==> src/rtl/pipelined_adder.sv <==
// pipelined_adder: WIDTH-bit add/subtract split into STAGES carry-chain chunks.
// Each stage adds one chunk. The carry out of a chunk is registered and feeds
// the next chunk. Unprocessed operand chunks, completed result chunks and the
// sub flag travel down the pipe with their operation, so every bit of a result
// reaches the output in the same cycle. A valid/ready handshake stalls the
// whole pipe at once.
module pipelined_adder #(
  parameter int WIDTH  = 8,
  parameter int STAGES = 4
) (
  input  logic                             clk,
  input  logic                             rst,
  input  logic                             in_valid,
  output logic                             in_ready,
  input  logic [WIDTH-1:0]                 a,
  input  logic [WIDTH-1:0]                 b,
  input  logic                             sub,
  output logic                             out_valid,
  input  logic                             out_ready,
  output logic [WIDTH:0]                   sum,
  output logic [$clog2(STAGES+1)-1:0]      count
);

  localparam int C    = WIDTH / STAGES;
  localparam int CW   = $clog2(STAGES + 1);
  localparam int LAST = STAGES - 1;

  logic              stall;
  logic              in_xfer;
  logic              out_xfer;
  logic [WIDTH-1:0]  b_eff;

  logic [STAGES-1:0] vld_q, vld_d;
  logic [STAGES-1:0] cry_q, cry_d;
  logic [STAGES-1:0] sub_q, sub_d;
  logic [WIDTH-1:0]  opa_q [STAGES];
  logic [WIDTH-1:0]  opa_d [STAGES];
  logic [WIDTH-1:0]  opb_q [STAGES];
  logic [WIDTH-1:0]  opb_d [STAGES];
  logic [WIDTH-1:0]  res_q [STAGES];
  logic [WIDTH-1:0]  res_d [STAGES];
  logic [C:0]        part  [STAGES];
  logic [CW-1:0]     count_q, count_d;

  // The pipe freezes only when the result it is showing cannot leave.
  assign out_valid = vld_q[LAST];
  assign stall     = out_valid && !out_ready;
  assign in_ready  = !out_valid || out_ready;
  assign in_xfer   = in_valid && in_ready;
  assign out_xfer  = out_valid && out_ready;
  assign count     = count_q;

  // A subtract leaves the chain with carry = !borrow. Flipping it with the
  // delayed sub flag gives bit WIDTH = (a < b).
  assign sum = {cry_q[LAST] ^ sub_q[LAST], res_q[LAST]};

  // Per-stage chunk adders and the stage advance.
  // Subtract is a + ~b + 1: b is inverted on entry and sub is the stage-0 carry-in.
  always_comb begin
    b_eff = sub ? ~b : b;
    vld_d = vld_q;
    cry_d = cry_q;
    sub_d = sub_q;
    for (int k = 0; k < STAGES; k++) begin
      opa_d[k] = opa_q[k];
      opb_d[k] = opb_q[k];
      res_d[k] = res_q[k];
      part[k]  = '0;
    end

    part[0] = {1'b0, a[C-1:0]} + {1'b0, b_eff[C-1:0]} + {{C{1'b0}}, sub};
    for (int k = 1; k < STAGES; k++) begin
      part[k] = {1'b0, opa_q[k-1][k*C +: C]} + {1'b0, opb_q[k-1][k*C +: C]}
              + {{C{1'b0}}, cry_q[k-1]};
    end

    if (!stall) begin
      vld_d[0]          = in_valid;
      opa_d[0]          = a;
      opb_d[0]          = b_eff;
      sub_d[0]          = sub;
      cry_d[0]          = part[0][C];
      res_d[0]          = '0;
      res_d[0][C-1:0]   = part[0][C-1:0];
      for (int k = 1; k < STAGES; k++) begin
        vld_d[k]           = vld_q[k-1];
        opa_d[k]           = opa_q[k-1];
        opb_d[k]           = opb_q[k-1];
        sub_d[k]           = sub_q[k-1];
        cry_d[k]           = part[k][C];
        res_d[k]           = res_q[k-1];
        res_d[k][k*C +: C] = part[k][C-1:0];
      end
    end
  end

  // Occupancy counter: up on an accept alone, down on a delivery alone.
  always_comb begin
    count_d = count_q;
    if (in_xfer && !out_xfer) begin
      count_d = count_q + CW'(1);
    end else if (!in_xfer && out_xfer) begin
      count_d = count_q - CW'(1);
    end
  end

  // Pipeline registers. Reset flushes every in-flight operation.
  always_ff @(posedge clk) begin
    if (rst) begin
      vld_q   <= '0;
      cry_q   <= '0;
      sub_q   <= '0;
      count_q <= '0;
      for (int k = 0; k < STAGES; k++) begin
        opa_q[k] <= '0;
        opb_q[k] <= '0;
        res_q[k] <= '0;
      end
    end else begin
      vld_q   <= vld_d;
      cry_q   <= cry_d;
      sub_q   <= sub_d;
      count_q <= count_d;
      for (int k = 0; k < STAGES; k++) begin
        opa_q[k] <= opa_d[k];
        opb_q[k] <= opb_d[k];
        res_q[k] <= res_d[k];
      end
    end
  end

endmodule
==> config.mk <==
export PLATFORM = sky130hd
export DESIGN_NAME = pipelined_adder
export DESIGN_NICKNAME = d
export VERILOG_FILES = /design/src/rtl/pipelined_adder.sv
export SDC_FILE = /design/constraint.sdc
export NUM_CORES = 1
export LEC_CHECK = 0
export BUFFER_PORTS_ARGS = -buffer_cell sky130_fd_sc_hd__buf_4
export CORE_UTILIZATION = 35
export DETAILED_ROUTE_END_ITERATION = 8
export SETUP_SLACK_MARGIN = 0.02
export SYNTH_ARGS = -nofsm -noshare
export SYNTH_HDL_FRONTEND = slang
export SYNTH_SLANG_ARGS = --single-unit
==> constraint.sdc <==
create_clock -name clk -period 2.5 [get_ports clk]
set_clock_uncertainty 0.2 [all_clocks]
set_input_delay 0.25 -clock clk [delete_from_list [all_inputs] [get_ports clk]]
set_output_delay 0.25 -clock clk [all_outputs]
set_load 0.01 [all_outputs]
-- Yosys cells after proc, flatten, opt, wreduce, memory -nomap -nowiden
Memory sizes are Yosys's and may differ from the RTL's.
Index checks and enable logic that the tools add are counted.
W data, S select, Z words.
- output and inout bits: 14
- logic and storage cells: 65
- RAM bits: 96
- bits of input ports: 21
- memories: 3
- register bits: 15
- bitwise logic cells: 14
- reductions and logical operators: 12
- equality and inequality tests: 1
- multiplexer cells: 21
- add/subtract/negate cells: 10
- memory list (memory ; words ; bits a word ; read ports ; clocked after Yosys merged registers in ; wr ports ; RTL line ; text):
    opa_q ; 4 ; 8 ; 3 ; 0 ; 4 ; 36 ; logic [WIDTH-1:0] opa_q [STAGES];
    opb_q ; 4 ; 8 ; 3 ; 0 ; 4 ; 38 ; logic [WIDTH-1:0] opb_q [STAGES];
    res_q ; 4 ; 8 ; 4 ; 0 ; 4 ; 40 ; logic [WIDTH-1:0] res_q [STAGES];
- operator list (kind ; number):
    $mux W8 ; 13
    $mux W32 ; 3
    $add A2 B2 Y3 ; 4
    $add A3 B1 Y3 ; 4
    $or A1 B1 Y1 ; 12
    $not A8 Y8 ; 1
    $mux W3 ; 2
    $logic_and A1 B1 Y1 ; 5
    $logic_not A1 Y1 ; 4
    $add A3 B1 Y3 const B ; 1
    $mux W1 ; 3
    $sub A3 B1 Y3 const B ; 1
    $reduce_and A2 Y1 ; 1
    $reduce_bool A2 Y1 ; 1
    $logic_or A1 B1 Y1 ; 1
    $ne A1 B1 Y1 const B ; 1
    $xor A1 B1 Y1 ; 1

-- Logic depth before layout (Yosys ltp)
Gate-level depths: netlist of run 1.
- depth in word-level cells: 7
- depth in mapped cells: 12
- gate-level depth less buffers: 10

-- Worst setup path after synthesis of run 1
No wires, ideal clock.
- path kind: reg2reg
- start point: reg vld_q[3]
- end point: reg count_q[2] (netlist: count[2])
- buffers on the path: 2
- arrival time: 2.035 ns
- data required time: 2.230 ns
- library setup time: 0.070 ns
- cell stages (with the launch flop): 13
- path slack: 0.195 ns
- clock period less this slack: 2.305 ns
- path through: dfxtp_1 -> nor2b_4 -> buf_6 -> inv_8 -> buf_6 -> nand2_1 -> inv_1 -> ha_1 -> inv_1 -> fa_1 -> xor2_1 -> or3_1 -> a21oi_1
- cells in the longest elaborated chain, start to end: 6
- elaborated cells between the ends (all ways): 10
- classes of those cells: mux (1); reduce/logical (9)
- ends and longest elaborated chain (element ; RTL line ; text):
    from (decl) ; 33 ; logic [STAGES-1:0] vld_q, vld_d;
    from (signal assigned) ; 120 ; vld_q <= vld_d;
    $logic_not A1 Y1 ; 48 ; assign in_ready = !out_valid || out_ready;
    $logic_or A1 B1 Y1 ; 48 ;
    $logic_and A1 B1 Y1 ; 49 ; assign in_xfer = in_valid && in_ready;
    $logic_not A1 Y1 ; 102 ; end else if (!in_xfer && out_xfer) begin
    $logic_and A1 B1 Y1 ; 102 ;
    $reduce_bool A2 Y1 (no line) ; -- ;
    to (signal assigned) ; 123 ; count_q <= count_d;
    to (decl) ; 43 ; logic [CW-1:0] count_q, count_d;
Several ways; a longest one is shown, not always the timed one.
A chain may end at the register's enable or synchronous reset.

-- Worst setup path in the final report of run 1
- start point: in in_valid
- end point: reg count_q[2] (netlist: count[2])
- cells in the longest elaborated chain, start to end: 4
- elaborated cells between the ends (all ways): 6
- classes of those cells: mux (1); reduce/logical (5)
- ends and longest elaborated chain (element ; RTL line ; text):
    from (decl) ; 13 ; input logic in_valid,
    $logic_and A1 B1 Y1 (*) ; 49 ;
    $logic_not A1 Y1 ; 102 ;
    $logic_and A1 B1 Y1 ; 102 ;
    $reduce_bool A2 Y1 (no line) ; -- ;
Mark *: on every way between the ends. The rest lies on a longest branch, timed or not.

==> results.ini, run 1 <==
[synth]
synth_top_area_share_pct=46.3
synth_fp_nets=315
synthTopCellsByArea=dfxtp_1 (46%), nand2_1 (10%), fa_1 (6.3%)
syn_area_per_cell_um2=8.94
netlist_instances=285
synthesis.area_um2=2550
ys_types=24
seq_area_frac_synth_pct=46.3
synth-main-ff-cell=dfxtp_1
synth-seq-cells=59
synth_commonest_cells=nand2_1 (69), dfxtp_1 (59), a21oi_1 (30), nor2_1 (20), inv_1 (17)
ys_warn_count=0
yosysTopAreaCell=dfxtp_1
synth-edff-count=0
yosysMostFrequentCell=nand2_1
ys_async_sr_fraction_pct=0

[run_status]
outcome=finished, final reports clean

[layout]
area_delta_synth_final_pct=19.4
drive_gt1_share_pct=23.5
finish.utilization_pct=44.1
diodes=0
final_area_um2=3040
multi_input_area_um2=1070
ff_latch_area_um2=1180
nFillCells=718
final_nets=344

[sta]
rsz0062_at_grt=false
worst_pin_slew_ns=0.686
period_needed_ns=2.16
period_share_pct=86.3
slew_headroom_pct=54.3
fin_hold_ws_ns=0.0170
max_freq_mhz=463
fin_setup_tns_ns=0
final_hold_viol_count=0
drv_slew=0
setup_viol=0

[grt]
grt_pass1_vias=1637
gr-total-overflow=0
grt_pass1_wl_mm=7.22
grt_max_degree=68
track_usage_pct=12.4
antenna_found_initial=0

[clock_network]
cts_root_buf=clkbuf_8
cts_tree=built
cts_num_sinks=59
ctsLongestPathBuffers=2
clkTransAtPathRegs_ns=0.06
htree_num_levels=3
clk_latency_ns=0.33
cts_buffers=9
post_cts_resized=0

[routing]
routed_via_density=4.34
wire_per_inst_um=10.4
remaining_drc_errors=0
vias=1800
ant_nets=0
drt-total-wl_mm=4.30
drt_iter0_markers=103
firstDrtPassIters=4

[setup_path]
cp-end-kind=flop
cp.required_ns=2.56
start_kind=primary input
critical_path_class=primary input to flop
crit_path_start=in_valid
worstReg2RegStart=vld_q[3]$_SDFFE_PP0N_
path_max_fanout=2
crit_arrival_ns=2.22

[power_and_ir_drop]
p_leak_nw=1.20
switching_power_mw=0.500
ir_worst_vdd_mv=0.350
seq_power_share_pct=46.5
p_comb_share_pct=9.7
power.density_nw_per_um2=730
p_sw_share_pct=22.5
clockPowerShare_pct=43.8
p_int_mw=1.72

[floorplanning]
die_y_um=87.3
ioPinCount=35
row_count=30
die-area_um2=7630
die_w_um=87.3
start_util_pct=36.9
fp.coreArea_um2=6910

[hold_path]
min_from=a[0]
holdCritPathClass=primary input to flop

[placement]
gp_congestion=0.723
dp_hpwl_mm=2.65
place_area_um2=2720
port-buffer-count=34

[run]
max-cap-violations=0

[cell families after synthesis]
| kind of cell | after synthesis | share of synthesized area, % |
|---|---|---|
| mux | 2 | 0.835 |
| compound gates | 57 | 14.2 |
| buf+inv | 46 | 11.7 |
| fa+ha+maj | 9 | 6.77 |
| simple gates | 101 | 16.3 |
| flops | 59 | 46.3 |
| xor+xnor | 11 | 3.78 |
[state kept, by name, indices dropped and copies added (netlist names)]
| name | cells |
|---|---|
| count | 3 |
| res_q | 20 |
| sub_q | 4 |
| vld_q | 4 |
| cry_q | 4 |
| opb_q | 12 |
| opa_q | 12 |
[metal layers]
layer / track usage (%) / part of all wire [%]
met5: 0 / 0
met3: 5.31 / 5.6
met1: 14.3 / 48
met4: 4.92 / 1.3
met2: 20.2 / 45
[layout by cell type (no fill, tap or decap)]
| cell type | count |
|---|---|
| fa_1 | 8 |
| a21oi_1 | 30 |
| nor2_1 | 20 |
| inv_1 | 17 |
| xor2_1 | 6 |
| nand2_1 | 69 |
| nand2_2 | 10 |
| clkbuf_8 | 11 |
| nor2b_4 | 1 |
| a211oi_1 | 16 |
| buf_4 | 36 |
| or3_1 | 1 |
| dlygate4sd3_1 | 10 |
| dfxtp_1 | 59 |
| xnor2_1 | 5 |
| inv_8 | 1 |
| a21oi_2 | 10 |
| bufinv_16 | 2 |
| mux2i_1 | 1 |
| mux2_2 | 1 |
| o21ai_0 | 1 |
| clkinv_2 | 3 |
| ha_1 | 1 |
[stage by stage]
step | setup slack (ns) | cells | power (mW)
after floorplan | 0.195 | 285 | 1.20
final | 0.342 | 415 | 2.22
after CTS | 0.354 | 415 | 2.25
after global placement | 0.451 | 389 | 1.25
after detailed placement | 0.372 | 389 | 1.26
after global routing | 0.258 | 415 | 2.32
[cell type report]
class	instances	share of cell area [%]
repair buffers	46	12.2
inverters	18	2.47
multi-input cells	180	35.2
well taps	96	3.95
flip-flops and latches	59	38.8
clock inverters	5	2.47
clock buffers	11	4.98
[power by group through the flow]
stage / Sequential [mW] / Clock (mW) / Combinational, mW
6_report: 1.03 / 0.973 / 0.215
5_1_grt: 1.04 / 1.03 / 0.242
4_1_cts: 1.03 / 0.993 / 0.219
3_5_place_dp: 1.05 / 0 / 0.206
3_3_place_gp: 1.05 / 0 / 0.199
2_1_floorplan: 1.05 / 0 / 0.146
[worst paths after layout]
check,end,slack (ns),depth (start not counted)
setup / recovery,count[2]$_SDFFE_PP0P_,0.34,10
hold / removal,res_q[0][0]$_SDFFE_PP0N_,0.02,3
setup reg to reg,count[2]$_SDFFE_PP0P_,0.36,10
hold reg to reg,opb_q[0][15]$_SDFFE_PP0N_,0.25,2
[critical path: stages]
cell and delay [ns]:
dlygate4sd3_1 0.53, buf_4 0.10, nand2_1 0.06, inv_1 0.06, ha_1 0.17, inv_1 0.06, fa_1 0.38, xor2_1 0.17
or3_1 0.30, a21oi_1 0.14
[what timing repair did]
| action | CTS | global route |
|---|---|---|
| hold buffers | 10 | 0 |
| endpoints found under the setup margin | 0 | 0 |
| hold endpoints to repair | 10 | 0 |
| buffers inserted | 0 | 0 |
Power figures use the tool's default switching activity.
==> run 2, diff against run 1 <==
--- a/config.mk
+++ b/config.mk
@@ -6,8 +6,12 @@
 export NUM_CORES = 1
 export LEC_CHECK = 0
 export BUFFER_PORTS_ARGS = -buffer_cell sky130_fd_sc_hd__buf_4
-export CORE_UTILIZATION = 35
+export CELL_PAD_IN_SITES_DETAIL_PLACEMENT = 1
+export CELL_PAD_IN_SITES_GLOBAL_PLACEMENT = 2
+export CORE_ASPECT_RATIO = 1.5
+export CORE_UTILIZATION = 34
 export DETAILED_ROUTE_END_ITERATION = 8
+export PLACE_DENSITY_LB_ADDON = 0.1
 export SETUP_SLACK_MARGIN = 0.02
 export SYNTH_ARGS = -nofsm -noshare
 export SYNTH_HDL_FRONTEND = slang
==> results.ini, run 2 (synthesized netlist as in run 1, its figures left out) <==
[sta]
max_freq_mhz=473  ; +2.0%
timing.final.ws_setup_ns=0.384  ; +0.0419 ns
fin_setup_tns_ns=0  ; unchanged
period_share_pct=84.7  ; -1.7 points
rsz0062_at_grt=false
period_needed_ns=2.12  ; -0.0419 ns
fin_hold_ws_ns=0.0214  ; +0.00447 ns
slew_headroom_pct=52.7  ; -1.6 points
setup_viol=0  ; unchanged
worst_pin_slew_ns=0.710  ; +0.0234 ns
final_hold_viol_count=0  ; unchanged
drv_slew=0  ; unchanged

[clock_network]
cts_root_buf=clkbuf_8
postCtsHoldBufs=10  ; unchanged
cts_tree=built
post_cts_resized=0  ; unchanged
clkTransAtPathRegs_ns=0.06  ; about the same
cts_num_sinks=59  ; unchanged
cts_setup_buffers=0  ; unchanged
cts_buffers=9  ; unchanged
clk_latency_ns=0.33  ; about the same
htree_num_levels=3  ; unchanged
ctsLongestPathBuffers=2  ; unchanged

[layout]
area_delta_synth_final_pct=17.5
ff_latch_area_um2=1180  ; unchanged
largest_reg_flops=20  ; unchanged
nFillCells=888  ; +24%
final_area_um2=2990  ; -1.6%
layout_commonest_cell=nand2_1
final_cells=419  ; +0.96%
diodes=0  ; unchanged
final_cell_mix=nand2_1 (69), dfxtp_1 (59), buf_4 (36)
finish.utilization_pct=41.4  ; -2.6 points
top_register=res_q
drive_gt1_share_pct=22.6  ; -0.94 points
final_nets=344  ; unchanged
top_regs=res_q: 20 flops, opa_q: 12 flops, opb_q: 12 flops
multi_input_area_um2=1070  ; unchanged

[setup_path]
critical_path_class=flop to flop
slowest_delay_ns=0.37  ; -0.16 ns
crit_chain=nor2b_4 > inv_8 > nand2_1 > inv_1 > ha_1 > inv_1 > fa_1 > xor2_1 > or3_1 > a21oi_1
start_kind=flop
cpMaxStageDelayCell=fa_1
cpMostUsedCell=inv_1
crit_arrival_ns=2.18  ; -0.04 ns
cp.required_ns=2.56  ; about the same
cp-end-kind=flop
reg2reg_depth=10  ; unchanged
path_max_fanout=3  ; +1

[routing]
firstDrtPassIters=3  ; -1
wire_per_inst_um=11.6  ; +12%
remaining_drc_errors=0  ; unchanged
drt-total-wl_mm=4.88  ; +13%
ant_nets=0  ; unchanged
routed_via_density=4.47  ; +3.1%
vias=1874  ; +4.1%
drt_iter0_markers=83  ; -19%

[floorplanning]
die-area_um2=7850  ; +3.0%
row_count=38  ; +27%
start_util_pct=35.3  ; -1.6 points
fp.coreArea_um2=7230  ; +4.6%
die_w_um=72.7  ; -17%
die_y_um=108  ; +24%
ioPinCount=35  ; unchanged

[hold_path]
whs_path_depth=3  ; unchanged
holdCritPathClass=primary input to flop

[grt]
grt_max_degree=68  ; unchanged
grt_pass1_vias=1894  ; +16%
gr-total-overflow=0  ; unchanged
grt_pass1_wl_mm=8.51  ; +18%
track_usage_pct=14.5  ; +2.1 points
antenna_found_initial=0  ; unchanged

[power_and_ir_drop]
p_total_mw=2.01  ; -9.4%
power.density_nw_per_um2=672  ; -7.9%
ir_worst_vdd_mv=0.273  ; -22%
p_leak_nw=1.17  ; -2.4%

[placement]
placed_cells=393  ; +1.0%
place_area_um2=2720  ; +0.18%
dp_hpwl_mm=3.00  ; +13%
gp_congestion=0.684  ; -5.5%
post-place-ws_ns=0.385  ; +0.0131 ns
port-buffer-count=34  ; unchanged

[run_status]
outcome=finished, final reports clean

[run]
max-cap-violations=0  ; unchanged

[run 2: layout make-up]
type | count | area share (%)
sequential | 59 | 39.4
multi-input combinational | 180 | 35.7
timing repair buffer | 46 | 12.4
clock buffer | 14 | 5.43
tap | 100 | 4.18
inverter | 18 | 2.51
clock inverter | 2 | 0.334
[run 2: worst max-delay path: cells and delay by family (launching register included)]
kind	cells	cell delay [ns]
adder cells (fa/ha/maj)	2	0.54
AND/OR/NAND/NOR	3	0.51
flip-flops	1	0.32
XOR/XNOR	1	0.17
buffers and inverters	3	0.16
AO/OA/AOI/OAI	1	0.13
[run 2: final timing paths]
check                             from                   endpoint  slack (ns)
max reg2reg      vld_q[3]$_SDFFE_PP0N_      count[2]$_SDFFE_PP0P_        0.38
min                           in_valid      vld_q[0]$_SDFFE_PP0N_        0.02
max              vld_q[3]$_SDFFE_PP0N_      count[2]$_SDFFE_PP0P_        0.38
min reg2reg  res_q[0][24]$_SDFFE_PP0N_  res_q[0][24]$_SDFFE_PP0N_        0.25
[run 2: power by group]
part	internal (mW)	total, mW	switching [mW]
registers	1.00	1.03	0.0335
logic	0.110	0.216	0.106
clock network	0.412	0.761	0.350
[run 2: per-layer routing]
layer	part of all wire, %	global-route usage [%]	wire (um)
met5	0	0	0
met4	2.3	8.40	113
met3	2.9	3.91	142
met2	49	24.8	2410
met1	45	16.0	2210
==> run 3, diff against run 2 <==
--- a/config.mk
+++ b/config.mk
@@ -5,11 +5,12 @@
 export SDC_FILE = /design/constraint.sdc
 export NUM_CORES = 1
 export LEC_CHECK = 0
+export ABC_AREA = 1
 export BUFFER_PORTS_ARGS = -buffer_cell sky130_fd_sc_hd__buf_4
 export CELL_PAD_IN_SITES_DETAIL_PLACEMENT = 1
 export CELL_PAD_IN_SITES_GLOBAL_PLACEMENT = 2
 export CORE_ASPECT_RATIO = 1.5
-export CORE_UTILIZATION = 34
+export CORE_UTILIZATION = 33
 export DETAILED_ROUTE_END_ITERATION = 8
 export PLACE_DENSITY_LB_ADDON = 0.1
 export SETUP_SLACK_MARGIN = 0.02
==> constraint.sdc (replaced) <==
create_clock -name clk -period 1.95 [get_ports clk]
set_clock_uncertainty 0.2 [all_clocks]
set_input_delay 0.195 -clock clk [delete_from_list [all_inputs] [get_ports clk]]
set_output_delay 0.195 -clock clk [all_outputs]
set_load 0.01 [all_outputs]
==> results.ini, run 3 <==
[layout]
largest_reg_flops=20  ; unchanged
layout_commonest_cell=nor2_1
nFillCells=844  ; -5.0%
top_regs=res_q: 20 flops, opa_q: 12 flops, opb_q: 12 flops
top_register=res_q
final_cell_mix=nor2_1 (60), dfxtp_1 (58), o21ai_0 (45)
final_nets=354  ; +2.9%
diodes=0  ; unchanged
finish.utilization_pct=42.7  ; +1.3 points
final_cells=406  ; -3.1%
area_delta_synth_final_pct=23.4
final_area_um2=2970  ; -0.88%
drive_gt1_share_pct=19.2  ; -3.4 points

[synth]
seq_area_frac_synth_pct=49.1  ; +2.8 points
yosysTopAreaCell=dfxtp_1
synth-seq-cells=59  ; unchanged
synth-edff-count=0  ; unchanged
ys_async_sr_fraction_pct=0  ; unchanged
synth-main-ff-cell=dfxtp_1
synth_fp_nets=314  ; -0.32%
yosysMostFrequentCell=nor2_1
synth_commonest_cells=nor2_1 (60), dfxtp_1 (59), o21ai_0 (46), a21oi_1 (30), inv_1 (22)
ys_warn_count=0  ; unchanged
synthesis.area_um2=2400  ; -5.6%
synthTopCellsByArea=dfxtp_1 (49%), o21ai_0 (9.6%), nor2_1 (9.4%)
netlist_instances=284  ; -0.35%
synth_top_area_share_pct=49.1  ; +2.8 points
ys_types=21  ; -13%
syn_area_per_cell_um2=8.47  ; -5.3%

[run]
max-cap-violations=0  ; unchanged

[routing]
routed_via_density=4.71  ; +5.3%
vias=1912  ; +2.0%
firstDrtPassIters=2  ; -1
remaining_drc_errors=0  ; unchanged
drt-total-wl_mm=5.06  ; +3.6%
drt_iter0_markers=73  ; -12%
wire_per_inst_um=12.5  ; +6.9%
ant_nets=0  ; unchanged

[grt]
grt_pass1_wl_mm=8.73  ; +2.5%
track_usage_pct=14.9  ; +0.38 points
grt_max_degree=58  ; -15%
gr-total-overflow=0  ; unchanged
antenna_found_initial=0  ; unchanged
grt_pass1_vias=1919  ; +1.3%

[clock_network]
cts_num_sinks=59  ; unchanged
clk_latency_ns=0.33  ; about the same
cts_tree=built
clkTransAtPathRegs_ns=0.06  ; about the same
cts_root_buf=clkbuf_8
cts_buffers=9  ; unchanged
ctsLongestPathBuffers=2  ; unchanged
htree_num_levels=3  ; unchanged

[floorplanning]
die-area_um2=7640  ; -2.7%
die_y_um=107  ; -1.4%
ioPinCount=35  ; unchanged
fp.coreArea_um2=6940  ; -3.9%
row_count=37  ; -2.6%
die_w_um=71.7  ; -1.4%
start_util_pct=34.6  ; -0.64 points

[sta]
final_hold_viol_count=0  ; unchanged
slew_headroom_pct=65.7  ; +13 points
fin_hold_ws_ns=0.0423  ; +0.0209 ns
period_share_pct=92.6
rsz0062_at_grt=false
fin_setup_tns_ns=0  ; unchanged
drv_slew=0  ; unchanged
worst_pin_slew_ns=0.514  ; -0.195 ns
max_freq_mhz=554
setup_viol=0  ; unchanged
timing.final.ws_setup_ns=0.144  ; -0.240 ns
period_needed_ns=1.81

[power_and_ir_drop]
p_leak_nw=1.22  ; +3.7%
ir_worst_vdd_mv=0.411  ; +50%
power.density_nw_per_um2=871  ; +30%
p_total_mw=2.59  ; +29%

[run_status]
outcome=finished, final reports clean

[placement]
dp_hpwl_mm=3.03  ; +0.76%
post-place-ws_ns=0.168  ; -0.217 ns
placed_cells=374  ; -4.8%
place_area_um2=2630  ; -3.4%
port-buffer-count=34  ; unchanged
gp_congestion=0.645  ; -5.7%

[hold_path]
holdCritPathClass=primary input to flop

[setup_path]
crit_arrival_ns=1.84  ; -0.34 ns
critical_path_class=primary input to flop
path_max_fanout=2  ; -1
cp-end-kind=flop
cp.required_ns=1.98  ; -0.58 ns
start_kind=primary input

==> run 3: cell families after synthesis <==
| group | Yosys count | share of synthesized area (%) |
|---|---|---|
| buffers and inverters | 51 | 11.1 |
| AND/OR/NAND/NOR | 70 | 11.4 |
| AO/OA/AOI/OAI | 86 | 17.9 |
| flip-flops | 59 | 49.1 |
| XOR/XNOR | 9 | 3.28 |
| adder cells (fa/ha/maj) | 9 | 7.18 |
==> run 3: final timing paths <==
check	start	end	cells after the start	slack (ns)
hold / removal	out_ready	vld_q[0]$_SDFFE_PP0N_	5	0.04
setup reg to reg	vld_q[3]$_SDFFE_PP0N_	count[2]$_SDFFE_PP0P_	12	0.23
setup / recovery	in_valid	count[1]$_SDFFE_PP0P_	9	0.14
hold reg to reg	vld_q[0]$_SDFFE_PP0N_	vld_q[0]$_SDFFE_PP0N_	2	0.26
==> run 3: repair_timing <==
item,4_1_cts,5_1_grt
setup buffers,0,1
setup endpoints to repair,0,2
gates resized for setup,0,7
hold endpoints to repair,15,0
hold buffers,16,0
==> run 3: layout make-up <==
cell class              instances  area [um^2]  share of cell area [%]
clock inverters                 3         15.0                   0.506
clock buffers                  12          145                    4.89
well taps                      78         97.6                    3.29
repair buffers                 55          465                    15.7
inverters                      25         96.3                    3.25
multi-input cells             174          966                    32.5
flip-flops and latches         59         1180                    39.8
==> run 3: per-layer routing <==
metal	up-vias	routed length (um)	part of all wire [%]	track usage [%]
met4	0	145	2.9	9.66
met2	28	2450	48	24.1
met3	11	108	2.1	2.56
met5	-	0	0	0
met1	897	2360	47	18.0
li1	976	-	-	-
==> run 3: critical path, cell delays in order <==
cell	delay, ns
dlygate4sd3_1	0.53
buf_4	0.13
nand2_1	0.07
inv_1	0.05
ha_2	0.18
inv_2	0.07
fa_2	0.43
o21ai_1	0.13
nor2_1	0.05
==> run 3: where the power goes <==
| part | total [mW] | leakage, nW | internal, mW | switching [mW] |
|---|---|---|---|---|
| logic | 0.324 | 0.645 | 0.164 | 0.159 |
| clock network | 0.931 | 0.0860 | 0.482 | 0.449 |
| registers | 1.33 | 0.486 | 1.29 | 0.0406 |
| total | 2.59 | 1.22 | 1.94 | 0.649 |
